## config.mk

```make
export PLATFORM = sky130hd
export DESIGN_NAME = half_subtractor_flat
export DESIGN_NICKNAME = d
export VERILOG_FILES = /design/src/rtl/half_subtractor_if.sv /design/src/rtl/half_subtractor.sv /design/src/flat_wrapper.sv
export SDC_FILE = /design/constraint.sdc
export NUM_CORES = 1
export LEC_CHECK = 0
export CAP_MARGIN = 20
export CORE_MARGIN = 3
export CORE_UTILIZATION = 42
export CTS_BUF_LIST = sky130_fd_sc_hd__clkbuf_8 sky130_fd_sc_hd__clkbuf_16
export DETAILED_ROUTE_END_ITERATION = 12
export PLACE_DENSITY = 0.84
export SETUP_SLACK_MARGIN = 0.05
export SYNTH_ARGS = -nofsm -noshare
export SYNTH_HDL_FRONTEND = slang
export SYNTH_SLANG_ARGS = --single-unit
```

## constraint.sdc

```tcl
create_clock -name clk -period 1.52 [get_ports clk]
set_input_delay 0.152 -clock clk [delete_from_list [all_inputs] [get_ports clk]]
set_output_delay 0.152 -clock clk [all_outputs]
set_load 0.02 [all_outputs]
```

## src/rtl/half_subtractor_if.sv

```systemverilog
// Bundle for the lane-parallel half subtractor: operand/valid inputs and
// registered results plus the borrow event counter.
interface half_subtractor_if #(
    parameter int WIDTH = 1,
    parameter int CNT_W = 16
);
    logic [WIDTH-1:0] a;
    logic [WIDTH-1:0] b;
    logic             in_valid;
    logic             count_clr;
    logic [WIDTH-1:0] difference;
    logic [WIDTH-1:0] borrow;
    logic             out_valid;
    logic [CNT_W-1:0] borrow_count;

    modport master (
        output a, b, in_valid, count_clr,
        input  difference, borrow, out_valid, borrow_count
    );

    modport slave (
        input  a, b, in_valid, count_clr,
        output difference, borrow, out_valid, borrow_count
    );
endinterface

```

## src/rtl/half_subtractor.sv

```systemverilog
// Registered, lane-parallel half subtractor with a saturating counter of
// accepted samples that produced any borrow.
module half_subtractor_lane (
    input  logic clk,
    input  logic rst,
    input  logic en,
    input  logic a,
    input  logic b,
    output logic difference,
    output logic borrow,
    output logic borrow_nxt
);
    assign borrow_nxt = ~a & b;

    always_ff @(posedge clk) begin
        if (rst) begin
            difference <= 1'b0;
            borrow     <= 1'b0;
        end else if (en) begin
            difference <= a ^ b;
            borrow     <= borrow_nxt;
        end
    end
endmodule

module half_subtractor #(
    parameter int WIDTH = 1,
    parameter int CNT_W = 16
) (
    input logic             clk,
    input logic             rst,
    half_subtractor_if.slave bus
);
    logic [WIDTH-1:0] diff_q;
    logic [WIDTH-1:0] borr_q;
    logic [WIDTH-1:0] borr_nxt;
    logic             vld_q;
    logic [CNT_W-1:0] cnt_q;
    logic             borrow_evt;

    for (genvar i = 0; i < WIDTH; i++) begin : g_lane
        half_subtractor_lane u_lane (
            .clk        (clk),
            .rst        (rst),
            .en         (bus.in_valid),
            .a          (bus.a[i]),
            .b          (bus.b[i]),
            .difference (diff_q[i]),
            .borrow     (borr_q[i]),
            .borrow_nxt (borr_nxt[i])
        );
    end

    // Gate with in_valid first so unknown operands on idle cycles cannot leak in.
    assign borrow_evt = bus.in_valid && (|borr_nxt);

    always_ff @(posedge clk) begin
        if (rst) begin
            vld_q <= 1'b0;
            cnt_q <= '0;
        end else begin
            vld_q <= bus.in_valid;
            if (bus.count_clr)
                cnt_q <= '0;
            else if (borrow_evt && (cnt_q != '1))
                cnt_q <= cnt_q + 1'b1;
        end
    end

    assign bus.difference   = diff_q;
    assign bus.borrow       = borr_q;
    assign bus.out_valid    = vld_q;
    assign bus.borrow_count = cnt_q;
endmodule

```

## src/flat_wrapper.sv

```systemverilog
// flat-port wrapper written by rule: the top's interface ports become plain ports
module half_subtractor_flat 
#(
    parameter int WIDTH = 1,
    parameter int CNT_W = 16
)
  (clk, rst, bus_a, bus_b, bus_in_valid, bus_count_clr, bus_difference, bus_borrow, bus_out_valid, bus_borrow_count);
  half_subtractor_if #(.WIDTH(WIDTH), .CNT_W(CNT_W)) bus_i ();
  input logic clk;
  input logic rst;
  input wire logic [$bits(bus_i.a)-1:0] bus_a;
  input wire logic [$bits(bus_i.b)-1:0] bus_b;
  input wire logic [$bits(bus_i.in_valid)-1:0] bus_in_valid;
  input wire logic [$bits(bus_i.count_clr)-1:0] bus_count_clr;
  output wire logic [$bits(bus_i.difference)-1:0] bus_difference;
  output wire logic [$bits(bus_i.borrow)-1:0] bus_borrow;
  output wire logic [$bits(bus_i.out_valid)-1:0] bus_out_valid;
  output wire logic [$bits(bus_i.borrow_count)-1:0] bus_borrow_count;
  assign bus_i.a = bus_a;
  assign bus_i.b = bus_b;
  assign bus_i.in_valid = bus_in_valid;
  assign bus_i.count_clr = bus_count_clr;
  assign bus_difference = bus_i.difference;
  assign bus_borrow = bus_i.borrow;
  assign bus_out_valid = bus_i.out_valid;
  assign bus_borrow_count = bus_i.borrow_count;
  half_subtractor #(.WIDTH(WIDTH), .CNT_W(CNT_W)) u_core (.clk(clk), .rst(rst), .bus(bus_i));
endmodule
```

# Word level (Yosys, flattened, before mapping)
# Index checks and enable logic that the tools add are counted.
# word_totals
regBits,19
in_bits,6
out_inout_bits,19
wordCells,12
# op_classes
addsub,1
eq_ne,1
n_bitwise,3
n_reduce_logical,3
# ops
operator,n
$add 16x1->16 const B,1
$ne 16x16->1 const B,1
$logic_and 1x1->1,2
$reduce_or 2->1,1
$and 1x1->1,1
$not 1->1,1
$xor 1x1->1,1

# Logic depth before layout (Yosys ltp)
# depth
word_depth,4
mapped_depth,6
depth_no_buf,6

# Cells and area by module
# From an unflattened synthesis, not the netlist that was laid out.
# unflattened
hier_cells,119
hier_area_um2,1027.2
# modules_own_cells
module,instances,cells_per_inst,area_each_um2
half_subtractor,1,111,945.9
half_subtractor_lane,1,8,81.3

# Worst setup path before layout
# No wires, ideal clock.
# synth_timing
kind,register to register
start,"register u_core.cnt_q[5], in the netlist u_core.bus.borrow_count[5]"
end,"register u_core.cnt_q[13], in the netlist u_core.bus.borrow_count[13]"
arrival_ps,1727
required_ps,1450
path_slack_ps,-277
stages_incl_launch_ff,5
path_buffers,0
period_less_slack_ps,1797
path_cell_list,dfxtp_1 nand3_2 or4_4 or4_1 a21oi_1
# synth_via
elab_chain_len,2
word_cells_on_any_way,3
classes_between,1 x add/sub; 1 x eq/ne; 1 x reduce/logical
# synth_lines
element,line_no,source
start: declaration,half_subtractor.sv:38,logic [CNT_W-1:0] cnt_q;
start signal: assignment,half_subtractor.sv:66,cnt_q <= cnt_q + 1'b1;
branches (longest 2 deep; another with $add 16x1->16),--,
# Parallel ways; which one is timed is not known.
# A chain may end at the register's enable or synchronous reset.

# Worst setup path in the final report
# layout_timing
start,"register u_core.cnt_q[10], in the netlist u_core.bus.borrow_count[10]"
end,"register u_core.cnt_q[1], in the netlist u_core.bus.borrow_count[1]"
# layout_via
elab_chain_len,2
# layout_lines
element,line_no,source
$ne 16x16->1,half_subtractor.sv:65,else if (borrow_evt && (cnt_q != '1))
$logic_and 1x1->1,half_subtractor.sv:65,
# No other way between the ends.

==> implementation parameters <==
Parameter                              Value

Timing
  Final hold vios    0
  RSZ-0062 raised after global routing    yes
  Max frequency    568 MHz
  Final period util    1.16
  Crit path time final    1760 ps
  Transition time at the pin with the least slew margin    roughly 460 ps
  Rel. slew slack    0.693
  Max-slew violation count    0
  Clk_skew    0.888 ps
  Final setup slack of the worst path    -239 ps
  Number of endpoints failing setup at the final stage    16

Layout
  Number of standard cells in the layout, taps in and fillers out    208
  Growth of design area from synthesis to finish    108%
  Diodes inserted    0
  Most frequent cells in the layout    sky130_fd_sc_hd__buf_4 (38), sky130_fd_sc_hd__dlygate4sd2_1 (16), sky130_fd_sc_hd__dfxtp_4 (11), sky130_fd_sc_hd__buf_6 (9), sky130_fd_sc_hd__nand2_1 (8)
  Area of all placed cells without fillers    1910 um^2
  Nets    between 150 and 200
  Most common library cell in the layout ignoring fill and taps    sky130_fd_sc_hd__buf_4
  Layout cells sized above 1    0.575

Worst setup path
  Required time of the worst setup path    around 1700 ps
  Worst setup SP type    flop
  Kind of end point of the critical path    flop
  Arrival time reported for the critical path endpoint    1920 ps
  Kind of critical path    reg2reg
  Critical path peak fanout    6

Yosys
  Syn Inst Count    107
  Syn nets    115
  Cell Area, Synth    about 920 um^2
  Count of synthesis-stage warnings from yosys    0
  Cell variety after synth    31
  Number of register bits inferred by synthesis    19
  Average cell area after synthesis    8.59 um^2
  Share of the yosys chip area belonging to registers    0.414

Global routing
  Remaining Overflow, GRT    0
  Vias in the first global route    1269
  Total global routing track utilization    0.310
  Global-route wire length before repair    slightly above 6 mm
  Antenna violations before repair    0
  Largest net degree at the start of global routing    12

Power and ir drop
  Static leakage    0.000822 uW
  Maximum VDD drop    roughly 0.60 mV
  Power density cells    just under 500 nW/um^2
  Design Power    949 uW

Floorplanning
  Effective utilization at floorplan    0.455
  Rows    16
  Top-level port count    25
  Die Outline Area    2790 um^2
  Floorplan core area    2020 um^2
  Horiz. Die Dim    52.8 um
  Die boundary height    52.8 um

Hold path
  Hold WC Path Type    in2reg

Detailed routing
  Antenna Nets Post-Route    0
  Overall via count from detail_route    1442
  Via count normalized by instance count    6.93
  1st-iter DRT viols    87
  Final routed wirelength across all metal layers    5.30 mm
  DRC violations left    0
  Pre-Repair DR Iteration Count    6
  Per-cell routed wire length    25.5 um

Placement
  Detailed placer's ending HPWL    2.23 mm
  Worst-case setup slack after placement    -555 ps
  Final RePlAce weighted congestion    around 0.81
  # placed instances    192
  Count of input and output buffers    24
  Cell Area, Placed    1530 um^2

CTS
  Number of buffers inserted during clock tree synthesis    3
  Number of H-tree branching levels    1
  Clock latency of the later-clocked register in the worst-skew pair    260 ps
  Root buffer cell    sky130_fd_sc_hd__clkbuf_8
  CTS Hold Bufs    0
  # clock sinks    19
  Buffer depth of the longest clock path    2
  TritonCTS clock tree    yes
  Post-CTS clock slew at the launch and capture registers of the worst setup and hold paths    80 ps

Outcome
  Status    finished, violations left
  Violated checks    negative setup slack

Run
  Reported max-cap violation count    0
==> worst max-delay path, stage by stage (launching register included) <==
cell and delay, ps:
sky130_fd_sc_hd__dfxtp_4 360, sky130_fd_sc_hd__buf_4 120, sky130_fd_sc_hd__nand4_1 120, sky130_fd_sc_hd__buf_4 190, sky130_fd_sc_hd__buf_6 120, sky130_fd_sc_hd__buf_6 120
sky130_fd_sc_hd__nor4_4 340, sky130_fd_sc_hd__o211ai_1 190, sky130_fd_sc_hd__o31ai_2 110
==> power breakdown <==
part           switching [uW]  internal (uW)
registers                3.81            483
clock network             184            183
logic                    51.9           43.6
total                     240            710
==> stage by stage <==
stage / util / TNS (ps) / hold WS (ps)
detailed placement: 0.756 / -4650 / 458
global route: 0.946 / -3060 / 372
CTS: 0.861 / -716 / 346
global placement: 0.756 / -3860 / 456
finish: 0.946 / -2620 / 377
floorplan: - / -237 / 221
==> repair_timing <==
item | in CTS | in global routing
pin swaps | 21 | 15
gates resized for setup | 38 | 38
buffers inserted | 13 | 4
endpoints found under the setup margin | 25 | 18
==> cell usage after synthesis, drive strengths merged <==
master	count	area share
or2	2	0.014
o211ai	1	0.0082
nor2b	1	0.0068
a31oi	2	0.014
nor3	4	0.022
ha	2	0.027
and4	1	0.0095
nor4	4	0.027
a211oi	1	0.0082
nand3	5	0.033
o311ai	3	0.029
nand4	4	0.027
inv	2	0.0082
or3	7	0.050
and3	3	0.022
buf	1	0.0054
o21ai	5	0.027
and2	1	0.0068
a21oi	9	0.049
o31ai	5	0.041
nand2	10	0.041
nor2	5	0.020
nand2b	1	0.0068
mux2i	1	0.011
o41ai	3	0.029
dfxtp	19	0.41
or4	5	0.045
==> sequential cells by signal, summed over array words and instances (netlist names) <==
register                         cells
u_core.g_lane.u_lane.difference      1
u_core.bus.out_valid                 1
u_core.bus.borrow_count             16
u_core.g_lane.u_lane.borrow          1
==> routing by layer <==
layer  vias to the layer above  global-route usage  wire (um)
met5                         -                   0          0
met4                         0               0.119        315
met3                        42              0.0798        483
met2                       128               0.508       2510
met1                       696               0.383       1990
li1                        576                   -          -
==> cell type report <==
class,count,area (um^2)
Tap cell,27,33.8
Inverter,2,7.51
Fill cell,56,109
Clock buffer,3,41.3
Sequential cell,19,423
Clock inverter,1,5.00
Multi-Input combinational cell,85,791
Timing Repair Buffer,71,612
==> cell families (layout without fill, tap and decap cells) <==
logic type	after synthesis	after routing	share of synthesized area
flops	19	19	0.414
compound gates	29	29	0.204
simple gates	53	53	0.331
buf+inv	3	77	0.0136
mux	1	1	0.0109
fa+ha+maj	2	2	0.0272
==> path summary, 6_finish.rpt <==
check | end | slack [ps] | cells past startpoint | start
max | u_core.bus.borrow_count[1]$_SDFFE_PP0P_ | -240 | 8 | u_core.bus.borrow_count[10]$_SDFFE_PP0P_
min | u_core.g_lane[0].u_lane.difference$_SDFFE_PP0P_ | 380 | 3 | bus_b
max reg2reg | u_core.bus.borrow_count[1]$_SDFFE_PP0P_ | -240 | 8 | u_core.bus.borrow_count[10]$_SDFFE_PP0P_
min reg2reg | u_core.g_lane[0].u_lane.difference$_SDFFE_PP0P_ | 510 | 2 | u_core.g_lane[0].u_lane.difference$_SDFFE_PP0P_
(Power assumes the default switching activity.)
